<file path="src/rtl/serial_subtractor.sv">
// Bit-serial unsigned subtractor D = A - B - Bin, one full-subtractor cell, LSB first.
// Latency: WIDTH cycles from input handshake to out_valid; one operation in flight at a time.
// Backpressure: in_ready only in IDLE; result held in DONE until out_ready (optional SERIAL_SUB_SATURATE_EN).
module serial_subtractor #(
    parameter int WIDTH = 4
) (
    input  logic             clk,
    input  logic             rst,
    input  logic             in_valid,
    output logic             in_ready,
    input  logic [WIDTH-1:0] A,
    input  logic [WIDTH-1:0] B,
    input  logic             Bin,
    output logic             out_valid,
    input  logic             out_ready,
    output logic [WIDTH-1:0] D,
    output logic             Bout,
`ifdef SERIAL_SUB_SATURATE_EN
    output logic             sat,
`endif
    output logic             busy
);

    localparam int CW = $clog2(WIDTH);
    localparam logic [CW-1:0] LAST = CW'(WIDTH - 1);

    typedef enum logic [1:0] {
        IDLE = 2'd0,
        RUN  = 2'd1,
        DONE = 2'd2
    } state_t;

    state_t           state;
    state_t           next_state;

    logic [WIDTH-1:0] a_sr;
    logic [WIDTH-1:0] b_sr;
    logic [WIDTH-2:0] d_sr;      // difference bits produced so far, MSB-aligned
    logic             br;
    logic [CW-1:0]    cnt;
    logic [WIDTH-1:0] d_q;
    logic             bout_q;

    logic             a_bit;
    logic             b_bit;
    logic             d_bit;
    logic             br_next;
    logic [WIDTH-1:0] d_final;
    logic [WIDTH-1:0] d_load;

    // Full-subtractor cell on the current LSBs plus the assembled final result.
    always_comb begin
        a_bit   = a_sr[0];
        b_bit   = b_sr[0];
        d_bit   = a_bit ^ b_bit ^ br;
        br_next = (~a_bit & b_bit) | (~(a_bit ^ b_bit) & br);
        d_final = {d_bit, d_sr};
`ifdef SERIAL_SUB_SATURATE_EN
        // Saturate at the load so D reads 0 for the whole DONE phase and after.
        d_load  = br_next ? '0 : d_final;
`else
        d_load  = d_final;
`endif
    end

    // State register.
    always_ff @(posedge clk) begin
        if (rst) begin
            state <= IDLE;
        end else begin
            state <= next_state;
        end
    end

    // Next-state and handshake outputs.
    always_comb begin
        next_state = state;
        in_ready   = 1'b0;
        out_valid  = 1'b0;
        busy       = 1'b0;
        case (state)
            IDLE: begin
                in_ready = 1'b1;
                if (in_valid) begin
                    next_state = RUN;
                end
            end
            RUN: begin
                busy = 1'b1;
                if (cnt == LAST) begin
                    next_state = DONE;
                end
            end
            DONE: begin
                busy      = 1'b1;
                out_valid = 1'b1;
                if (out_ready) begin
                    next_state = IDLE;
                end
            end
            default: next_state = IDLE;
        endcase
    end

    // Operand capture, serial shifting and result register update.
    always_ff @(posedge clk) begin
        if (rst) begin
            a_sr   <= '0;
            b_sr   <= '0;
            d_sr   <= '0;
            br     <= 1'b0;
            cnt    <= '0;
            d_q    <= '0;
            bout_q <= 1'b0;
        end else begin
            case (state)
                IDLE: begin
                    if (in_valid) begin
                        a_sr <= A;
                        b_sr <= B;
                        br   <= Bin;
                        cnt  <= '0;
                    end
                end
                RUN: begin
                    a_sr <= a_sr >> 1;
                    b_sr <= b_sr >> 1;
                    d_sr <= d_final[WIDTH-1:1];
                    br   <= br_next;
                    cnt  <= cnt + CW'(1);
                    if (cnt == LAST) begin
                        d_q    <= d_load;
                        bout_q <= br_next;
                    end
                end
                default: ;
            endcase
        end
    end

    assign D    = d_q;
    assign Bout = bout_q;
`ifdef SERIAL_SUB_SATURATE_EN
    assign sat  = out_valid & bout_q;
`endif

endmodule

</file>
<file path="config.mk">
export PLATFORM = sky130hd
export DESIGN_NAME = serial_subtractor
export DESIGN_NICKNAME = d
export VERILOG_FILES = /design/src/rtl/serial_subtractor.sv
export SDC_FILE = /design/constraint.sdc
export NUM_CORES = 1
export LEC_CHECK = 0
export ABC_AREA = 1
export CAP_MARGIN = 20
export CORE_ASPECT_RATIO = 1.1
export CORE_UTILIZATION = 49
export DETAILED_ROUTE_END_ITERATION = 10
export HOLD_SLACK_MARGIN = 0.1
export PLACE_DENSITY = 0.89
export SLEW_MARGIN = 30
export SYNTH_ARGS = -nofsm -noshare
export SYNTH_HDL_FRONTEND = slang
export SYNTH_SLANG_ARGS = --single-unit
</file>
<file path="constraint.sdc">
create_clock -name clk -period 1.6 [get_ports clk]
set_input_delay 0.32 -clock clk [delete_from_list [all_inputs] [get_ports clk]]
set_output_delay 0.32 -clock clk [all_outputs]
set_load 0.01 [all_outputs]
</file>
==> Word-level counts from Yosys, hierarchy flattened <==
Cells that the tools add are included.
{ "totals": {"register_bits": 21, "input_bits": 13, "wordCells": 43} }
{ "classes": {"addsub": 1, "n_eq_ne": 6, "n_mux": 15, "bitwise_logic": 7, "reduce_logical": 6} }
{ "op_table": {"columns": ["cell", "count"], "rows": [
  ["$pmux W4 S2", 2],
  ["$mux W2", 4],
  ["$mux W4", 2],
  ["$ne A2 B2 Y1 const B", 3],
  ["$pmux W2 S3", 1],
  ["$eq A2 B2 Y1 const B", 2],
  ["$mux W1", 4],
  ["$pmux W2 S2", 1],
  ["$reduce_and A2 Y1", 2],
  ["$reduce_and A3 Y1", 1],
  ["$add A2 B1 Y2 const B", 1],
  ["$and A1 B1 Y1", 2],
  ["$eq A2 B1 Y1 const B", 1],
  ["$logic_not A2 Y1", 1],
  ["$not A1 Y1", 2],
  ["$pmux W1 S2", 1],
  ["$reduce_bool A2 Y1", 1],
  ["$reduce_or A2 Y1", 1],
  ["$xor A1 B1 Y1", 2],
  ["$or A1 B1 Y1", 1]
]} }

==> Logic depth before layout (Yosys ltp) <==
{ "logic_depth": {"depth_word": 5, "ltp_mapped": 9, "depth_no_buf": 8} }

==> Worst setup path after synthesis <==
OpenSTA, ideal clock, no wires.
{ "synth_path": {"kind": "register -> register", "start": "register state[0]", "end": "register br", "arrival_time_ps": 1198, "required_ps": 1484, "setup_slack_ps": 286, "stages_incl_launch_ff": 9, "n_path_buf": 1, "period_less_slack_ps": 1314, "cell_sequence": "dfxtp_1 > inv_1 > ha_1 > nand2_1 > nand2_4 > inv_4 > buf_6 > nor2_1 > nor2_1"} }
{ "synth_between": {"elab_chain_len": 3, "word_cells_on_any_way": 6} }
{ "synth_lines": {"columns": ["element", "line_no", "text"], "rows": [
  ["start, declared", "33", "state_t state;"],
  ["start signal, assigned", "71", "state <= next_state;"],
  ["$eq A2 B1 Y1 or $logic_not A2 Y1 (tied branches)", "116", "case (state)"],
  ["$reduce_bool A2 Y1 (no source line) or $ne A2 B2 Y1 (tied branches)", null, null],
  ["$reduce_and A2 Y1 (no source line)", null, null],
  ["end signal, assigned", "121", "br <= Bin;"],
  ["end signal, assigned", "129", "br <= br_next;"],
  ["end, declared", "39", "logic br;"]
]} }
Parallel ways exist; a longest one is shown, timed or not.
A chain may end at the register's enable or synchronous reset.

==> Final worst setup path <==
{ "layout_path": {"start": "register state[1]", "end": "register a_sr[1]"} }
{ "layout_between": {"elab_chain_len": 3, "word_cells_on_any_way": 6} }
{ "layout_lines": {"columns": ["element", "line_no", "text"], "rows": [
  ["$eq A2 B1 Y1 or $logic_not A2 Y1 (tied branches)", "116", null],
  ["$reduce_bool A2 Y1 (no source line) or $ne A2 B2 Y1 (tied branches)", null, null],
  ["$reduce_and A2 Y1 (no source line)", null, null],
  ["end signal, assigned", "126", "a_sr <= a_sr >> 1;"],
  ["end, declared", "36", "logic [WIDTH-1:0] a_sr;"]
]} }
Parallel ways exist; a longest one is shown, timed or not.

==> flow_metrics.env <==
export IMPL_status="finished, final reports clean"
export IMPL_layout_cells_most_common_list="nand2_1, nor2_1, dfxtp_1, clkdlybuf4s50_1, o21ai_0"
export IMPL_min_path_type="flip-flop to flip-flop"
export IMPL_rows=16
export IMPL_peakVddDrop_mv=0.5780
export IMPL_wl_met3_um=80
export IMPL_clk_latency_ps=300
export IMPL_port_buffers=20
export IMPL_r2r_end="a_sr[1]"
export IMPL_coreArea_um2=1822
export IMPL_power_density_nw_per_um2=948.5
export IMPL_top_layer_used="met4"
export IMPL_ant_nets=0
export IMPL_p_sw_frac=0.3172
export IMPL_cp_cell_sequence="inv_1 > ha_2 > clkinvlp_4 > clkbuf_2 > nand2_1 > nand2_1 > nor2_1 > nor2_1"
export IMPL_hold_viol=0
export IMPL_internal_power_uw=811.9
export IMPL_cp_required_ps=1800
export IMPL_cts_buffer_depth=2
export IMPL_hold_end="d_sr[2]"
export IMPL_syn_num_nets=152
export IMPL_drt_pass1_iter_count=4
export IMPL_worstMarginPinSlew_ps=363.4
export IMPL_min_period_ps=1521
export IMPL_finalSetupViolCount=0
export IMPL_cpLargestDelayFamily="buffers and inverters"
export IMPL_seqPwrFrac=0.510
export IMPL_die_y_um=48.93
export IMPL_startpoint_type="flip-flop"
export IMPL_start_util=0.5385
export IMPL_cp_startpoint="state[1]"
export IMPL_avgViaCountPerCell=4.952
export IMPL_seq_area_um2=422.9
export IMPL_multiInputGateArea_um2=476.7
export IMPL_synthDistinctLibCells=18
export IMPL_ios=21
export IMPL_grtUsageTotal=0.2022
export IMPL_overflow=0
export IMPL_drtIter0Drc=17
export IMPL_drc=0
export IMPL_finalMaxSlewViolations=0
export IMPL_yosysWarnings=0
export IMPL_final_common_cell="nand2_1"
export IMPL_dp_hpwl_um=1410
export IMPL_r2r_slack_ps=80
export IMPL_clkTransAtPathRegs_ps=120
export IMPL_p_leak_uw=0.0005514
export IMPL_wl_met1_um=857
export IMPL_synth_area_um2=980.9
export IMPL_cts_hold_buffers=0
export IMPL_combinationalPowerShare=0.276
export IMPL_drv_cap=0
export IMPL_cp_max_fo=8
export IMPL_antenna_cells=0
export IMPL_syn2layout_area_growth_pct=27.81
export IMPL_num_fill_cells=160
export IMPL_finalNetCount=178
export IMPL_slew_headroom=0.7575
export IMPL_wl_per_cell_um=10.75
export IMPL_clock_skew_ps=8.064
export IMPL_drive_gt1_frac=0.1447
export IMPL_hold_slack_ps=485.5
export IMPL_hp_start="d_sr[2]"
export IMPL_die_w_um=44.66
export IMPL_grt_pass1_wl_um=3346
export IMPL_cts_tree="built"
export IMPL_rr_worst_depth=8
export IMPL_criticalPathCategory="flip-flop to flip-flop"
export IMPL_cpPeakStageDelay_ps=350
export IMPL_cp_num_buf_inv=3
export IMPL_worstPathArrival_ps=1720
export IMPL_clkPwrFrac=0.214
export IMPL_p_sw_uw=377.2
export IMPL_slowest_stage="dfxtp_2"
export IMPL_syn_instance_count=134
export IMPL_finalPower_uw=1189
export IMPL_grt_max_degree=15
export IMPL_ys_seq_area_frac=0.4286
export IMPL_setup_worst_path_end_class="flip-flop"
export IMPL_ys_seq_elements=21
export IMPL_syn_area_per_cell_um2=7.320
export IMPL_h_tree_depth=1
export IMPL_cts_made_buffers=3
export IMPL_r2r_start="state[1]"
export IMPL_dieArea_um2=2185
export IMPL_fmax_ghz=0.6575
export IMPL_min_path_cells=2
export IMPL_gp_congestion=0.7860
export IMPL_fin_crit_sh=0.9506
export IMPL_routed_wl_um=1999
export IMPL_met2_length_um=1021
export IMPL_rsz0062_at_grt="true"
export IMPL_clkSinkCount=21
export IMPL_vias=921
export IMPL_grt_pass1_vias=835
export IMPL_root_buffer="clkbuf_4"
export IMPL_antenna_found_initial=0
layer usage:
metal / vias up / GRT usage
met5: - / 0
met4: 0 / 0.07576
met3: 6 / 0.03704
met2: 29 / 0.3529
met1: 414 / 0.2382
li1: 472 / -
metrics by stage:
| step | instances | setup TNS, ps | utilization | setup slack (ps) | instance area [um2] |
|---|---|---|---|---|---|
| floorplan | 134 | 0 | - | 285.9 | 980.9 |
| global placement | 179 | 0 | 0.6607 | 112.3 | 1204 |
| detailed placement | 179 | 0 | 0.6607 | 75.48 | 1204 |
| CTS | 183 | 0 | 0.6745 | 0.2076 | 1229 |
| global route | 186 | -26.00 | 0.6882 | -17.03 | 1254 |
| finish | 186 | 0 | 0.6882 | 78.99 | 1254 |
flip-flops by register name, indices dropped and copies added (netlist names):
name / count
cnt: 2
d_sr: 3
a_sr: 4
Bout: 1
b_sr: 4
D: 4
br: 1
state: 2
kinds of logic (layout without fill, tap and decap cells):
logic type               after synthesis  in the layout  share of synthesized area
adder cells (fa/ha/maj)                5              5                    0.07143
buffers and inverters                 19             44                    0.09056
AND/OR/NAND/NOR                       65             65                     0.2742
AO/OA/AOI/OAI                         24             24                     0.1352
flip-flops                            21             21                     0.4286
layout make-up:
type                       count  share of cell area
multi-input combinational     94              0.3802
sequential                    21              0.3373
timing repair buffer          26              0.1876
inverter                      14             0.04691
tap                           27             0.02695
clock buffer                   4             0.02096
worst min-delay path, cell delays in order (launching register included):
cell and delay, ps:
dfxtp_1 330, nand2_1 70, a21oi_1 50
synth_stat cells:
cell      count  area (um2)
a211oi_1      2       15.01
a21oi_1       6       30.03
a21oi_2       2       17.52
buf_2         3       15.01
buf_4         1       7.510
buf_6         1       11.26
dfxtp_1      21       420.4
fa_1          1       20.02
ha_1          4       50.05
inv_1        12       45.04
inv_2         1       3.750
inv_4         1       6.260
nand2_1      31       116.4
nand2_2       2       12.51
nand2_4       2       22.52
nand3_1       4       20.02
nor2_1       26       97.59
o21ai_0      14       70.07
worst max-delay path by stage:
stage                     endpoint  slack, ps  cells past startpoint
final                      a_sr[1]         80                      8
after global routing       a_sr[1]        -20                      8
after CTS                     busy        0.2                      3
after detailed placement      busy         80                      3
after global placement        busy        110                      3
after floorplan                 br        290                      8
timing repair:
| item | 4_1_cts | 5_1_grt |
|---|---|---|
| buffers inserted | 0 | 3 |
| hold endpoints to repair | 0 | 0 |
| setup endpoints to repair | 3 | 6 |
| gates resized for setup | 5 | 5 |
power by group through the flow:
stage	clock network, uW	logic, uW	registers, uW
global placement	0	301	614
detailed placement	0	310	616
floorplan	0	226	609
global route	288	372	612
CTS	255	304	606
finish	255	328	607
Power figures use the tool's default switching activity.
